[src/rtl/mrv1_th_sched.sv]
// Per-thread IDLE/READY/WAIT tracker with a round-robin issue arbiter and a sticky offer lock.
// Optional per-grant issue quantum is enabled with the MRV1_TH_SCHED_QUANTUM_EN macro.
module mrv1_th_sched #(
  parameter  int NUM_THREADS_P = 8,
  parameter  int QUANTUM_P     = 4,
  localparam int TID_WIDTH_LP  = $clog2(NUM_THREADS_P)
) (
  input  logic                     clk_i,
  input  logic                     rst_i,
  input  logic                     th_start_i,
  input  logic [TID_WIDTH_LP-1:0]  th_start_tid_i,
  input  logic                     th_kill_i,
  input  logic [TID_WIDTH_LP-1:0]  th_kill_tid_i,
  input  logic                     blk_i,
  input  logic [TID_WIDTH_LP-1:0]  blk_tid_i,
  input  logic [NUM_THREADS_P-1:0] wake_i,
  output logic                     issue_vld_o,
  output logic [TID_WIDTH_LP-1:0]  issue_tid_o,
  input  logic                     issue_rdy_i,
  output logic [NUM_THREADS_P-1:0] th_active_o,
  output logic [NUM_THREADS_P-1:0] th_ready_o
);

  typedef enum logic [1:0] {TH_IDLE, TH_READY, TH_WAIT} th_state_e;

  th_state_e                state_q [NUM_THREADS_P];
  logic [NUM_THREADS_P-1:0] ready;
  logic [NUM_THREADS_P-1:0] start_hit, kill_hit, blk_hit, leave;
  logic [TID_WIDTH_LP-1:0]  rr_q, lock_tid_q, rr_tid, offer_tid;
  logic                     lock_q, rr_found, offer_vld, accept;

  always_comb begin
    // NOTE: every always_comb target gets a default first so no path can infer a latch.
    ready       = '0;
    th_active_o = '0;
    for (int t = 0; t < NUM_THREADS_P; t++) begin
      ready[t]       = (state_q[t] == TH_READY);
      th_active_o[t] = (state_q[t] != TH_IDLE);
    end
  end

  assign th_ready_o = ready;
  assign start_hit  = NUM_THREADS_P'(th_start_i) << th_start_tid_i;
  assign kill_hit   = NUM_THREADS_P'(th_kill_i) << th_kill_tid_i;
  assign blk_hit    = NUM_THREADS_P'(blk_i) << blk_tid_i;
  assign leave      = ready & (blk_hit | kill_hit);

  // Search rr_q+1 .. rr_q (wrapping) for the first READY thread.
  always_comb begin : arb_search
    logic [TID_WIDTH_LP:0]   idx;
    logic [TID_WIDTH_LP-1:0] cand;
    rr_found = 1'b0;
    rr_tid   = '0;
    idx      = '0;
    cand     = '0;
    for (int i = 1; i <= NUM_THREADS_P; i++) begin
      idx = {1'b0, rr_q} + (TID_WIDTH_LP+1)'(i);
      if (idx >= (TID_WIDTH_LP+1)'(NUM_THREADS_P))
        idx = idx - (TID_WIDTH_LP+1)'(NUM_THREADS_P);
      cand = idx[TID_WIDTH_LP-1:0];
      if (!rr_found && ready[cand]) begin
        rr_found = 1'b1;
        rr_tid   = cand;
      end
    end
  end

`ifdef MRV1_TH_SCHED_QUANTUM_EN
  localparam int CNT_W = $clog2(QUANTUM_P + 1);

  logic [CNT_W-1:0]        cnt_q, cnt_inc;
  logic [TID_WIDTH_LP-1:0] cur_q;
  logic                    hold;

  assign hold    = (cnt_q != '0) && ready[cur_q];
  assign cnt_inc = ((cnt_q != '0) && (offer_tid == cur_q)) ? cnt_q + CNT_W'(1) : CNT_W'(1);
`endif

  always_comb begin
    offer_vld = rr_found;
    offer_tid = rr_tid;
`ifdef MRV1_TH_SCHED_QUANTUM_EN
    if (hold) begin
      offer_vld = 1'b1;
      offer_tid = cur_q;
    end
`endif
    // A locked thread is always still READY: leaving READY releases the lock at the same edge.
    if (lock_q) begin
      offer_vld = 1'b1;
      offer_tid = lock_tid_q;
    end
  end

  assign issue_vld_o = offer_vld;
  assign issue_tid_o = offer_vld ? offer_tid : '0;
  assign accept      = offer_vld & issue_rdy_i;

  always_ff @(posedge clk_i or posedge rst_i) begin
    if (rst_i) begin
      // NOTE: the state array is reset explicitly; IDLE on reset is part of the thread contract.
      for (int t = 0; t < NUM_THREADS_P; t++) state_q[t] <= TH_IDLE;
      rr_q       <= TID_WIDTH_LP'(NUM_THREADS_P - 1);
      lock_q     <= 1'b0;
      lock_tid_q <= '0;
`ifdef MRV1_TH_SCHED_QUANTUM_EN
      cnt_q      <= '0;
      cur_q      <= '0;
`endif
    end else begin
      // NOTE: sequential state uses non-blocking assignments so all updates see pre-edge values.
      for (int t = 0; t < NUM_THREADS_P; t++) begin
        if (kill_hit[t]) begin
          state_q[t] <= TH_IDLE;
        end else begin
          unique case (state_q[t])
            TH_IDLE:  if (start_hit[t]) state_q[t] <= TH_READY;
            TH_READY: if (blk_hit[t])   state_q[t] <= TH_WAIT;
            TH_WAIT:  if (wake_i[t])    state_q[t] <= TH_READY;
            default:                    state_q[t] <= TH_IDLE;
          endcase
        end
      end

      lock_q     <= offer_vld & ~issue_rdy_i & ~leave[offer_tid];
      lock_tid_q <= offer_tid;

`ifdef MRV1_TH_SCHED_QUANTUM_EN
      if (accept) begin
        if ((cnt_inc == CNT_W'(QUANTUM_P)) || leave[offer_tid]) begin
          rr_q  <= offer_tid;
          cnt_q <= '0;
        end else begin
          cnt_q <= cnt_inc;
          cur_q <= offer_tid;
        end
      end else if ((cnt_q != '0) && leave[cur_q]) begin
        rr_q  <= cur_q;
        cnt_q <= '0;
      end
`else
      if (accept) rr_q <= offer_tid;
`endif
    end
  end

endmodule

[config.mk]
export PLATFORM = sky130hd
export DESIGN_NAME = mrv1_th_sched
export DESIGN_NICKNAME = d
export VERILOG_FILES = /design/src/rtl/mrv1_th_sched.sv
export SDC_FILE = /design/constraint.sdc
export NUM_CORES = 1
export LEC_CHECK = 0
export ABC_CLOCK_PERIOD_IN_PS = 9230
export BUFFER_PORTS_ARGS = -buffer_cell sky130_fd_sc_hd__buf_2
export CAP_MARGIN = 30
export CORE_MARGIN = 10
export CORE_UTILIZATION = 61
export CTS_BUF_LIST = sky130_fd_sc_hd__clkbuf_8
export DETAILED_ROUTE_END_ITERATION = 12
export PLACE_DENSITY = 0.92
export SYNTH_ARGS = -nofsm -noshare
export SYNTH_HDL_FRONTEND = slang
export SYNTH_SLANG_ARGS = --single-unit
[constraint.sdc]
create_clock -name clk_i -period 9.23 [get_ports clk_i]
set_clock_uncertainty 0.2 [all_clocks]
set_input_delay 1.3845 -clock clk_i [delete_from_list [all_inputs] [get_ports clk_i]]
set_output_delay 1.3845 -clock clk_i [all_outputs]
set_load 0.005 [all_outputs]
# Word-level counts from Yosys, hierarchy flattened
# Index checks and enable logic that the tools add are counted.
# totals
output_inout_bits	20
reg_bits	23
wordCells	217
in_bits	23
# op_classes
n_addsub	16
order_cmp	17
bitwise	7
n_mux	85
reduce_logical	38
shift	3
n_eq_ne	40
# ops
op	n
2-to-1 mux 2 bit	32
2-to-1 mux 3 bit	18
!= test 3 bit, second input constant	16
one-hot mux 2 bit (3 select lines)	8
< comparator 3 x 4 -> 1 bit, second input constant	9
>= comparator 4 bit, second input constant	8
binary-select mux 1 bit (select 3 bit)	9
!= test 3 x 1 -> 1 bit, second input constant	8
AND reduction 3 bit	8
left shift 1 x 3 -> 8 bit	3
subtractor 3 x 1 -> 3 bit, second input constant	8
2-to-1 mux 1 bit	18
adder 3 x 3 -> 4 bit, second input constant	4
equality test 2 x 1 -> 1 bit, second input constant	8
equality test 2 bit, second input constant	8
zero test 2 bit	8
nonzero test 2 bit	8
adder 3 x 2 -> 4 bit, second input constant	2
AND 8 bit	1
bitwise OR 8 bit	1
logical AND 1 bit	7
zero test 1 bit	7
adder 3 x 1 -> 4 bit, second input constant	1
adder 3 x 4 -> 4 bit, second input constant	1
2 further kinds	5

# Logic depth before layout (Yosys ltp)
# logic_depth
ltp_word	32
mapped_depth	12
mapped_depth_nobuf	11

# Least setup slack after synthesis
# Ideal clock, no wire load.
# synth_path
path_kind	register to output
start	register rr_q[1]
end	output issue_tid_o[1]
t_required_ps	7646
stages_incl_launch_ff	11
arrival_ps	3165
path_slack_ps	4480
path_buffers	2
cell_sequence	dfstp_2 -> buf_2 -> clkinv_1 -> ha_1 -> clkbuf_1 -> mux4_2 -> mux2i_4 -> a2bb2oi_1 -> o22ai_1 -> a221oi_2 -> or2_2
# synth_between
elab_chain_len	29
# synth_rtl
element	line_no	rtl
from (decl)	29	logic [TID_WIDTH_LP-1:0] rr_q, lock_tid_q, rr_tid, offer_tid;
from (signal assigned)	103	rr_q <= TID_WIDTH_LP'(NUM_THREADS_P - 1);
from (signal assigned)	142	if (accept) rr_q <= offer_tid;
adder 3 x 1 -> 4 bit	57	idx = {1'b0, rr_q} + (TID_WIDTH_LP+1)'(i);
>= comparator 4 bit or subtractor 3 x 1 -> 3 bit (tied branches)	58, 59	
2-to-1 mux 3 bit	58	if (idx >= (TID_WIDTH_LP+1)'(NUM_THREADS_P))
binary-select mux 1 bit (select 3 bit)	61	if (!rr_found && ready[cand]) begin
2-to-1 mux 1 bit (not written as such)	61	
2-to-1 mux 1 bit	61	
zero test 1 bit	61	
logical AND 1 bit	61	
(+13 left out)	n/a	
zero test 1 bit	61	
logical AND 1 bit	61	
2-to-1 mux 1 bit	61	
zero test 1 bit	61	
logical AND 1 bit	61	
2-to-1 mux 3 bit or 2-to-1 mux 1 bit (tied branches)	61	
2-to-1 mux 3 bit or 2-to-1 mux 1 bit (tied branches)	89	if (lock_q) begin
2-to-1 mux 3 bit (*)	96	assign issue_tid_o = offer_vld ? offer_tid : '0;
to (decl)	18	output logic [TID_WIDTH_LP-1:0] issue_tid_o,
# Mark *: on every way between the ends. The rest lies on a longest branch, timed or not. The select of a mux whose other input is x is not followed.

# Worst setup path after layout
# layout_path
start	register rr_q[0]
end	output issue_tid_o[1]
# The elaborated chain is that of the path after synthesis.

==> reports/metrics.csv <==
metric,value,unit
status,completed,
htreeDepth,1,
hold_viol_final,0,
root_buffer,clkbuf_8,
cts_tree,done,
synth_area_leader_cell,dfrtp_1,
maxCapViolCount,0,
final_common_cell,buf_2,
critPathRequiredTime,7650,ps
p_sw_share,51.5,%
grt_pass1_wl,13100,um
grt_start_max_net_pins,27,
layout-drive-gt1-share,30.6,%
cts.reportedPaths.clkPinSlew,90,ps
final_nets,372,
ys_seq_area_share,21.0,%
synth_area_leaders,"dfrtp_1 18%, mux4_2 9.8%, nor2_1 5.0%",
drc,0,
multi_input_area,2030,um2
hp-class,reg2reg,
final_cells,398,
total_power,1.33,mW
cts_buffers,3,
cp-end-kind,output port,
syn_inst,311,
synth_flop_cell,dfrtp_1,
antenna_found_initial,0,
seq_area,579,um2
power.density,446,nW/um2
synth_edf_count,0,
ir_drop,0.000276,V
finalInstanceArea,2990,um2
cts.repair.resized,0,
cp.arrival,4040,ps
viasPerCell,6.84,
final_cell_mix,"42 x buf_2, 37 x nor2_1, 23 x a21oi_1",
finalSetupViolations,0,
area.growth.synth_to_final,8.33,%
dp_cells,394,
p_leak,1.33,nW
die_area,7620,um2
routed_wl,7950,um
grt_pass1_vias,2643,
antenna_left,0,
p_sw,0.687,mW
clock_sinks,23,
worst_r2r_path_depth,10,
hold-worst-slack,415,ps
fp.coreArea,4380,um2
max_slew_margin,38.9,%
num-fill-cells,344,
detailed_place_hpwl,6190,um
avgSynthCellArea,8.89,um2
p_seq_share,15.4,%
drt-initial-drc-count,388,
pwr-share-comb,79.9,%
crit_type,reg2out,
critPathMaxFanout,26,
fin_crit_sh,60.9,%
post-cts-setup-buffer-count,0,
n_antenna_cell,0,
clkPwrFrac,4.8,%
hold_buffers,0,
clock_path_buffers,2,
netlist_area,2760,um2
die_x,87.3,um
p_int,0.647,mW
rsz0062_at_grt,false,
die_h,87.3,um
yosys_register_bits,23,
place_congestion,0.982,
fin_ws,3610,ps
first_pass_iters,5,
setup_tns,0,ps
place_ws,3930,ps
clock_latency,270,ps
reg2reg_slack,4760,ps
yosysWarnings,0,
holdPathStages,2,
synthArstFlopShare,100,%
io_pins,43,
port-buffer-count,42,
fp-row-count,24,
start_util,63.0,%
num_vias,2722,
period_needed,5620,ps
fmax,0.178,GHz
synth_top_area_share,18.1,%
startpoint_type,flip-flop,
wl_per_cell,20.0,um
ys_types,71,
post_dp_cell_area,2950,um2
synthesis.nets,336,
worst_pin_slew,916,ps
final_core_util,68.3,%
grt_overflow,0,
finalMaxSlewViolations,0,
grt_usage,21.0,%
kinds of logic after synthesis:
logic type	share of synthesized area (%)
AOI/OAI and AO/OA	22.8
xor gates and xnor gates	1.22
adders and majority gates	0.905
buffers and inverters	5.70
DFF	21.0
muxes	20.2
and+or+nand+nor	28.2
final timing paths:
check | to | startpoint
max | issue_tid_o[1] | rr_q[0]
min | state_q[2] | state_q[2]
max reg2reg | lock_q | rr_q[0]
min reg2reg | state_q[2] | state_q[2]
max in group asynchronous | state_q[5] | rst_i
min in group asynchronous | state_q[4] | rst_i
Yosys cell counts (all sizes together), types with 3 or more instances:
cell    number
nor2        37
a21oi       23
dfrtp       20
nand2       19
inv         16
mux4        15
or2         15
nand2b      14
nor3        14
o21ai       14
mux2i       13
nor3b       11
buf          9
nor2b        8
a221oi       5
mux2         5
a211oi       4
a31oi        4
and3b        4
nand3        4
nor4         4
o31a         4
and3         3
dfstp        3
o22a         3
power by group through the flow:
stage	sequential, mW	clock [mW]	combinational [mW]
global placement	0.202	0	1.03
finish	0.205	0.0634	1.07
global route	0.212	0.0685	1.15
detailed placement	0.203	0	1.04
CTS	0.202	0.0620	1.05
floorplan	0.158	0	0.875
registers in the layout (all words and copies together) (netlist names):
register    count
state_q        16
lock_q          1
rr_q            3
lock_tid_q      3
metal layers:
layer	wire, um	GRT usage, %
met1	3350	26.8
met2	3830	35.4
met3	584	3.00
met4	193	6.81
met5	0	0
worst max-delay path: stages, from the launching register on:
cell and delay [ps]:
dfstp_2 950, inv_2 270, ha_1 750, mux4_2 480, mux2i_4 310, a2bb2oi_1 190
o22ai_1 100, a221oi_2 440, or2_2 180, buf_2 100
cell type report:
class / count / share of cell area, %
multi-input combinational: 259 / 67.7
clock buffer: 3 / 1.38
inverter: 18 / 2.26
sequential: 23 / 19.3
tap: 52 / 2.17
clock inverter: 1 / 0.125
timing repair buffer: 42 / 7.02
(Power assumes the default switching activity.)
